<file path="config.mk">
export PLATFORM = sky130hd
export DESIGN_NAME = mlp_seq
export DESIGN_NICKNAME = d
export VERILOG_FILES = /design/src/rtl/mlp_pkg.sv /design/src/rtl/mlp_mac_unit.sv /design/src/rtl/mlp_seq.sv
export SDC_FILE = /design/constraint.sdc
export NUM_CORES = 2
export LEC_CHECK = 0
export CAP_MARGIN = 20
export CORE_UTILIZATION = 67
export DETAILED_ROUTE_END_ITERATION = 6
export PLACE_DENSITY = 0.91
export SYNTH_ARGS = -nofsm -noshare
export SYNTH_HDL_FRONTEND = slang
export SYNTH_SLANG_ARGS = --single-unit
</file>
<file path="constraint.sdc">
create_clock -name clk -period 33.1 [get_ports clk]
set_clock_uncertainty 0.05 [all_clocks]
set_input_delay 6.62 -clock clk [delete_from_list [all_inputs] [get_ports clk]]
set_output_delay 6.62 -clock clk [all_outputs]
set_load 0.05 [all_outputs]
</file>
<file path="src/rtl/mlp_pkg.sv">
// Shared register map, CTRL bit positions, FSM encoding and the fixed-point
// shift/saturate helper used by the mlp_seq engine.
package mlp_pkg;

  localparam logic [1:0] ADDR_CTRL   = 2'd0;
  localparam logic [1:0] ADDR_INPUT  = 2'd1;
  localparam logic [1:0] ADDR_WEIGHT = 2'd2;
  localparam logic [1:0] ADDR_OUTPUT = 2'd3;

  localparam int CTRL_RUN     = 0;
  localparam int CTRL_DONE    = 1;
  localparam int CTRL_IRQ_EN  = 2;
  localparam int CTRL_LAYER   = 3;
  localparam int CTRL_ACT     = 4;
  localparam int CTRL_PTR_CLR = 5;
  localparam int CTRL_BUSY    = 6;

  typedef enum logic [2:0] {
    ST_IDLE, ST_H_BIAS, ST_H_MAC, ST_H_WB, ST_O_BIAS, ST_O_MAC, ST_O_WB, ST_FIN
  } state_e;

  // Working width of the writeback path; wide enough for any sane MAC_WIDTH.
  localparam int SAT_W = 128;

  function automatic int idx_w(input int n);
    return (n <= 1) ? 1 : $clog2(n);
  endfunction

  // Arithmetic right shift, then clamp into a signed ow-bit range.
  function automatic logic signed [SAT_W-1:0] shift_sat(input logic signed [SAT_W-1:0] v,
                                                        input int sh, input int ow);
    logic signed [SAT_W-1:0] s;
    logic signed [SAT_W-1:0] hi;
    logic signed [SAT_W-1:0] lo;
    s  = v >>> sh;
    hi = (SAT_W'(1) << (ow - 1)) - SAT_W'(1);
    lo = ~hi;
    if (s > hi) return hi;
    if (s < lo) return lo;
    return s;
  endfunction

endpackage

</file>
<file path="src/rtl/mlp_mac_unit.sv">
// Shared accumulator: bias load, one signed multiply-accumulate per cycle, and a
// combinational shift/ReLU/saturate result; no backpressure, the FSM sequences it.
module mlp_mac_unit
  import mlp_pkg::*;
#(
  parameter int A_WIDTH   = 16,
  parameter int WGT_WIDTH = 16,
  parameter int MAC_WIDTH = 64,
  parameter int OUT_WIDTH = 16,
  parameter int FRAC_BITS = 0
) (
  input  logic                        clk,
  input  logic                        rst,
  input  logic                        load_i,
  input  logic                        step_i,
  input  logic signed [WGT_WIDTH-1:0] w_i,
  input  logic signed [A_WIDTH-1:0]   a_i,
  input  logic                        relu_i,
  output logic signed [OUT_WIDTH-1:0] res_o
);

  logic signed [MAC_WIDTH-1:0]         acc_q;
  logic signed [MAC_WIDTH-1:0]         acc_d;
  logic signed [WGT_WIDTH+A_WIDTH-1:0] prod;
  logic signed [SAT_W-1:0]             scaled;

  assign prod = w_i * a_i;

  // The bias arrives on the weight operand during the *_BIAS state.
  always_comb begin
    acc_d = acc_q;
    if (load_i) begin
      acc_d = MAC_WIDTH'(w_i);
    end else if (step_i) begin
      acc_d = acc_q + MAC_WIDTH'(prod);
    end
  end

  always_ff @(posedge clk or negedge rst) begin
    if (!rst) begin
      acc_q <= '0;
    end else begin
      acc_q <= acc_d;
    end
  end

  // ReLU after the clamp is equivalent to before it, since 0 is always in range.
  always_comb begin
    scaled = shift_sat(SAT_W'(acc_q), FRAC_BITS, OUT_WIDTH);
    if (relu_i && scaled < 0) begin
      scaled = '0;
    end
  end

  assign res_o = scaled[OUT_WIDTH-1:0];

endmodule

</file>
<file path="src/rtl/mlp_seq.sv">
// Two-layer MLP engine on a 2-bit register bus; readdata lags addr by one cycle and a RUN stays busy
// N_HIDDEN*(N_INPUTS+2)+N_OUTPUT*(N_HIDDEN+2)+1 cycles. No backpressure: INPUT/WEIGHT/RUN writes
// are dropped while busy. Define MLP_PERF_CNT_EN for a busy-cycle counter in CTRL[31:16].
module mlp_seq
  import mlp_pkg::*;
#(
  parameter int N_INPUTS  = 2,
  parameter int N_HIDDEN  = 4,
  parameter int N_OUTPUT  = 1,
  parameter int IN_WIDTH  = 16,
  parameter int WGT_WIDTH = 16,
  parameter int MAC_WIDTH = 64,
  parameter int OUT_WIDTH = 16,
  parameter int FRAC_BITS = 0
) (
  input  logic        clk,
  input  logic        rst,
  input  logic        write_en,
  input  logic [1:0]  addr,
  input  logic [31:0] writedata,
  output logic [31:0] readdata,
  output logic        irq
);

  localparam int A_WIDTH = (IN_WIDTH > OUT_WIDTH) ? IN_WIDTH : OUT_WIDTH;
  localparam int WH_N    = N_HIDDEN * (N_INPUTS + 1);
  localparam int WO_N    = N_OUTPUT * (N_HIDDEN + 1);
  localparam int XAW     = idx_w(N_INPUTS);
  localparam int HAW     = idx_w(N_HIDDEN);
  localparam int OAW     = idx_w(N_OUTPUT);
  localparam int WHAW    = idx_w(WH_N);
  localparam int WOAW    = idx_w(WO_N);
  localparam int WPW     = (WHAW > WOAW) ? WHAW : WOAW;
  localparam int NW      = idx_w((N_HIDDEN > N_OUTPUT) ? N_HIDDEN : N_OUTPUT);
  localparam int KW      = idx_w((N_INPUTS > N_HIDDEN) ? N_INPUTS : N_HIDDEN);

  state_e           state_q, state_d;
  logic [NW-1:0]    n_q, n_d;
  logic [KW-1:0]    k_q, k_d;
  logic             done_q, irq_en_q, layer_q, act_q;
  logic [XAW-1:0]   in_ptr_q;
  logic [WPW-1:0]   w_ptr_q, w_last;
  logic [OAW-1:0]   rd_idx_q;
  logic [31:0]      readdata_q, rdata_d;
  logic [15:0]      perf_hi;

  logic signed [IN_WIDTH-1:0]  x_q  [N_INPUTS];
  logic signed [WGT_WIDTH-1:0] wh_q [WH_N];
  logic signed [WGT_WIDTH-1:0] wo_q [WO_N];
  logic signed [OUT_WIDTH-1:0] h_q  [N_HIDDEN];
  logic signed [OUT_WIDTH-1:0] y_q  [N_OUTPUT];

  logic busy, wr_ctrl, wr_input, wr_weight, wr_output, start;
  logic mac_load, mac_step, mac_relu, h_wr, y_wr, fin;
  logic [WHAW-1:0] wh_idx;
  logic [WOAW-1:0] wo_idx;
  logic signed [WGT_WIDTH-1:0] mac_w;
  logic signed [A_WIDTH-1:0]   mac_a;
  logic signed [OUT_WIDTH-1:0] mac_res;

  assign busy      = (state_q != ST_IDLE);
  assign wr_ctrl   = write_en && (addr == ADDR_CTRL);
  assign wr_input  = write_en && (addr == ADDR_INPUT) && !busy;
  assign wr_weight = write_en && (addr == ADDR_WEIGHT) && !busy;
  assign wr_output = write_en && (addr == ADDR_OUTPUT);
  assign start     = wr_ctrl && writedata[CTRL_RUN] && !busy;
  assign w_last    = layer_q ? WPW'(WO_N - 1) : WPW'(WH_N - 1);
  assign irq       = done_q & irq_en_q;
  assign readdata  = readdata_q;
  assign mac_relu  = (state_q == ST_H_WB) && !act_q;

  always_comb begin
    state_d  = state_q;
    n_d      = n_q;
    k_d      = k_q;
    mac_load = 1'b0;
    mac_step = 1'b0;
    h_wr     = 1'b0;
    y_wr     = 1'b0;
    fin      = 1'b0;
    unique case (state_q)
      ST_IDLE: begin
        if (start) begin
          state_d = ST_H_BIAS;
          n_d     = '0;
          k_d     = '0;
        end
      end
      ST_H_BIAS: begin
        mac_load = 1'b1;
        k_d      = '0;
        state_d  = ST_H_MAC;
      end
      ST_H_MAC: begin
        mac_step = 1'b1;
        if (k_q == KW'(N_INPUTS - 1)) state_d = ST_H_WB;
        else                          k_d = k_q + KW'(1);
      end
      ST_H_WB: begin
        h_wr = 1'b1;
        if (n_q == NW'(N_HIDDEN - 1)) begin
          n_d     = '0;
          state_d = ST_O_BIAS;
        end else begin
          n_d     = n_q + NW'(1);
          state_d = ST_H_BIAS;
        end
      end
      ST_O_BIAS: begin
        mac_load = 1'b1;
        k_d      = '0;
        state_d  = ST_O_MAC;
      end
      ST_O_MAC: begin
        mac_step = 1'b1;
        if (k_q == KW'(N_HIDDEN - 1)) state_d = ST_O_WB;
        else                          k_d = k_q + KW'(1);
      end
      ST_O_WB: begin
        y_wr = 1'b1;
        if (n_q == NW'(N_OUTPUT - 1)) begin
          state_d = ST_FIN;
        end else begin
          n_d     = n_q + NW'(1);
          state_d = ST_O_BIAS;
        end
      end
      ST_FIN: begin
        fin     = 1'b1;
        state_d = ST_IDLE;
      end
      default: state_d = ST_IDLE;
    endcase
  end

  // Weight arrays are neuron-major with the bias at offset 0 of each row.
  always_comb begin
    wh_idx = WHAW'(int'(n_q) * (N_INPUTS + 1) + ((state_q == ST_H_MAC) ? int'(k_q) + 1 : 0));
    wo_idx = WOAW'(int'(n_q) * (N_HIDDEN + 1) + ((state_q == ST_O_MAC) ? int'(k_q) + 1 : 0));
    if (state_q inside {ST_O_BIAS, ST_O_MAC}) begin
      mac_w = wo_q[wo_idx];
      mac_a = A_WIDTH'(h_q[HAW'(k_q)]);
    end else begin
      mac_w = wh_q[wh_idx];
      mac_a = A_WIDTH'(x_q[XAW'(k_q)]);
    end
  end

  mlp_mac_unit #(
    .A_WIDTH   (A_WIDTH),
    .WGT_WIDTH (WGT_WIDTH),
    .MAC_WIDTH (MAC_WIDTH),
    .OUT_WIDTH (OUT_WIDTH),
    .FRAC_BITS (FRAC_BITS)
  ) u_mac (
    .clk    (clk),
    .rst    (rst),
    .load_i (mac_load),
    .step_i (mac_step),
    .w_i    (mac_w),
    .a_i    (mac_a),
    .relu_i (mac_relu),
    .res_o  (mac_res)
  );

`ifdef MLP_PERF_CNT_EN
  logic [15:0] cyc_q;
  always_ff @(posedge clk or negedge rst) begin
    if (!rst) begin
      cyc_q <= '0;
    end else if (start) begin
      cyc_q <= '0;
    end else if (busy && cyc_q != 16'hFFFF) begin
      cyc_q <= cyc_q + 16'd1;
    end
  end
  assign perf_hi = cyc_q;
`else
  assign perf_hi = '0;
`endif

  always_comb begin
    rdata_d = '0;
    unique case (addr)
      ADDR_CTRL: begin
        rdata_d[31:16]       = perf_hi;
        rdata_d[CTRL_DONE]   = done_q;
        rdata_d[CTRL_IRQ_EN] = irq_en_q;
        rdata_d[CTRL_LAYER]  = layer_q;
        rdata_d[CTRL_ACT]    = act_q;
        rdata_d[CTRL_BUSY]   = busy;
      end
      ADDR_OUTPUT: rdata_d = 32'(y_q[rd_idx_q]);
      default:     rdata_d = '0;
    endcase
  end

  always_ff @(posedge clk or negedge rst) begin
    if (!rst) begin
      state_q    <= ST_IDLE;
      n_q        <= '0;
      k_q        <= '0;
      done_q     <= 1'b0;
      irq_en_q   <= 1'b0;
      layer_q    <= 1'b0;
      act_q      <= 1'b0;
      in_ptr_q   <= '0;
      w_ptr_q    <= '0;
      rd_idx_q   <= '0;
      readdata_q <= '0;
    end else begin
      state_q    <= state_d;
      n_q        <= n_d;
      k_q        <= k_d;
      readdata_q <= rdata_d;
      if (wr_ctrl) begin
        irq_en_q <= writedata[CTRL_IRQ_EN];
        act_q    <= writedata[CTRL_ACT];
        if (writedata[CTRL_DONE]) done_q <= 1'b0;
        if (!busy) begin
          layer_q <= writedata[CTRL_LAYER];
          w_ptr_q <= '0;
          if (writedata[CTRL_PTR_CLR]) in_ptr_q <= '0;
        end
      end
      if (start) done_q <= 1'b0;
      if (fin)   done_q <= 1'b1;
      if (wr_input) begin
        in_ptr_q <= (in_ptr_q == XAW'(N_INPUTS - 1)) ? '0 : in_ptr_q + XAW'(1);
      end
      if (wr_weight) begin
        w_ptr_q <= (w_ptr_q == w_last) ? '0 : w_ptr_q + WPW'(1);
      end
      if (wr_output) begin
        rd_idx_q <= OAW'(writedata % 32'(N_OUTPUT));
      end
    end
  end

  always_ff @(posedge clk or negedge rst) begin
    if (!rst) begin
      for (int i = 0; i < N_INPUTS; i++) x_q[i]  <= '0;
      for (int i = 0; i < WH_N; i++)     wh_q[i] <= '0;
      for (int i = 0; i < WO_N; i++)     wo_q[i] <= '0;
      for (int i = 0; i < N_HIDDEN; i++) h_q[i]  <= '0;
      for (int i = 0; i < N_OUTPUT; i++) y_q[i]  <= '0;
    end else begin
      if (wr_input) x_q[in_ptr_q] <= writedata[IN_WIDTH-1:0];
      if (wr_weight) begin
        if (layer_q) wo_q[WOAW'(w_ptr_q)] <= writedata[WGT_WIDTH-1:0];
        else         wh_q[WHAW'(w_ptr_q)] <= writedata[WGT_WIDTH-1:0];
      end
      if (h_wr) h_q[HAW'(n_q)] <= mac_res;
      if (y_wr) y_q[OAW'(n_q)] <= mac_res;
    end
  end

endmodule

</file>
==> results.cfg <==
[sta]
setup_violations = 0
finalHoldViolCount = 0
fin_crit_ps = 13370
relSlewSlack = 0.200
fmax_mhz = 74.8
rsz0062_at_grt = false
finalMaxSlewViolations = 0
fin_setup_tns_ps = 0
worstMarginPinSlew_ps = 1200
post-route-period-util = 0.404

[route]
vias = 27800
top_layer = met4
drt_pass1_iterations = 7
wl_per_cell_um = 23.8
wl_met1_um = 35100
drt_iter0_markers = 3060
vias_per_cell = 6.52
dr_wl_met2_um = 49200
postRouteAntennaNets = 0
wl_met3_um = 10200
drc = 34
wl_um = 102000

[grt]
grt-ovfl-total = 0
grtUsageTotal = 0.367
antenna_found_initial = 2
grt_start_max_net_pins = 122
grt_pass1_vias = 30000
grt_pass1_wl_um = 162000

[placed_design]
gp_congestion = 0.964
port_buffers = 53
dpl.hpwl_um = 69800

[logic_synthesis]
synth_mux_area_frac = 0.148
yosysSeqAreaShare = 0.313
synth_top_area_frac = 0.313
synth_compound_area_frac = 0.0820
synth_area_leader_cell = dfrtp_1
ys_top_cells_by_area = dfrtp_1 (31%), fa_1 (22%), mux2_2 (9.6%), ha_1 (6.0%), inv_1 (5.2%)
ys_warn_count = 0
ys_async_sr_fraction = 1.00
synthFlopType = dfrtp_1
ys_ff_latch = 480
synthTopCellsByCount = inv_1 (527), dfrtp_1 (480), fa_1 (428), mux2_2 (326), nand2_1 (277)
synth.most_common_cell = inv_1
syn_avg_cell_area_sq_um = 11.0
syn_area_sq_mm = 0.0384
synth_nets = 4145
synthAdderAreaFrac = 0.283
netlist_instances = 3496
synth_edf_count = 0
synthXorXnorAreaFrac = 0.0148
synth_top_family_by_area = adder cells
synthDistinctLibCells = 88
synthSimpleGateAreaFrac = 0.0821

[cts]
cts.path.max_buffers = 3
path_clk_slew_ps = 70
htreeDepth = 2
clock-root-buffer = clkbuf_16
tritoncts = done
cts_resized = 0
clkLatencyLatePin_ps = 640
cts_buffers = 49
cts_hold_buf = 0
cts_sinks = 480
postCtsSetupBuffers = 0

[flow_run]
cap_violations = 0

[status]
violations = design-rule violations
outcome = finished with violations

[die]
start_util = 0.679
core_sq_mm = 0.0565
die_h_um = 241
die_w_um = 241
die_area_sq_mm = 0.0582
std_cell_rows = 87
io_pins = 70

[setup_path]
cp-start-kind = register
critPathSlowestCell = dfrtp_1
worstSetupEndpointType = register
cp_common_cell = fa_1
critPathMaxStageDelay_ps = 1010
cp.required_ps = 33540
cp.arrival_ps = 13810
crit_type = reg2reg
critPathMaxFanout = 19

[finish]
final_util = 0.729
layout-drive-gt1-share = 0.170
num-nets-final = 4113
area_growth_pct = 7.36

[hold_path]
hold_class = reg2reg
[registers in the layout, summed over array words and instances (netlist names), 2 cells and up]
signal and cells:
x_q 32, wo_q 80, state_q 3, h_q 64
y_q 16, n_q 2, u_mac.acc_q 64, readdata 16
wh_q 192, w_ptr_q 4, k_q 2
[worst paths after layout]
check,start,end,slack [ps],cells after the start
max reg2reg,k_q[1],u_mac.acc_q[63],19730,36
min in group asynchronous,rst,wh_q[156],5990,1
min,h_q[40],h_q[40],430,2
max in group asynchronous,rst,h_q[56],23650,4
max,k_q[1],u_mac.acc_q[63],19730,36
min reg2reg,h_q[40],h_q[40],430,2
[routing by layer]
layer | up-vias | track usage
met5 | - | 0
met4 | 0 | 0.225
met3 | 511 | 0.0807
met2 | 1744 | 0.593
met1 | 14100 | 0.456
li1 | 11400 | -
[layout by cell type (no fill, tap or decap), types with 21 or more instances in the layout]
| master | count |
|---|---|
| o21ai_1 | 22 |
| buf_4 | 54 |
| nand2b_1 | 30 |
| dfrtp_1 | 479 |
| xnor2_1 | 33 |
| clkbuf_16 | 50 |
| nand4_1 | 21 |
| mux2_2 | 326 |
| nor2_1 | 158 |
| and2_1 | 28 |
| a21oi_1 | 147 |
| nand2_1 | 277 |
| a22oi_1 | 30 |
| clkdlybuf4s50_1 | 52 |
| nand3_1 | 27 |
| inv_1 | 526 |
| fa_1 | 428 |
| mux4_2 | 80 |
| xor2_1 | 29 |
| o21ai_0 | 142 |
| ha_1 | 182 |
| a21o_1 | 46 |
| nor2b_1 | 56 |
[cell families after synthesis]
logic type | Yosys count
muxes | 426
adders and majority gates | 612
and+or+nand+nor | 676
AOI/OAI and AO/OA | 510
buffers and inverters | 728
xor gates and xnor gates | 64
DFF | 480
[worst max-delay path: cells and delay by family, from the launching register on]
family                     cells  cell delay (ps)
AOI/OAI and AO/OA              9             1960
DFF                            1             1010
xor gates and xnor gates       2              350
and+or+nand+nor                5             1930
adders and majority gates     11             6100
buffers and inverters          9             1800
[stage by stage]
stage | hold WS [ps] | setup slack (ps) | instances | instance area (sq um)
after detailed placement | 416 | 20000 | 4158 | 39300
after CTS | 433 | 19930 | 4248 | 41000
after global routing | 456 | 19140 | 4260 | 41200
final | 432 | 19730 | 4262 | 41200
after floorplan | 395 | 21640 | 3496 | 38400
after global placement | 406 | 20290 | 4157 | 39300
[final cells by class]
| class | instances | area [sq um] |
|---|---|---|
| multi-input cells | 2288 | 23500 |
| diodes | 3 | 7.51 |
| flip-flops and latches | 480 | 12000 |
| inverters | 527 | 1980 |
| repair buffers | 118 | 1160 |
| clock inverters | 21 | 248 |
| well taps | 756 | 946 |
| fillers | 3391 | 15300 |
| clock buffers | 69 | 1400 |
Power is left out: the tool's default activity adds up to more than one toggle a clock period on the data nets, which glitch-free logic cannot reach.
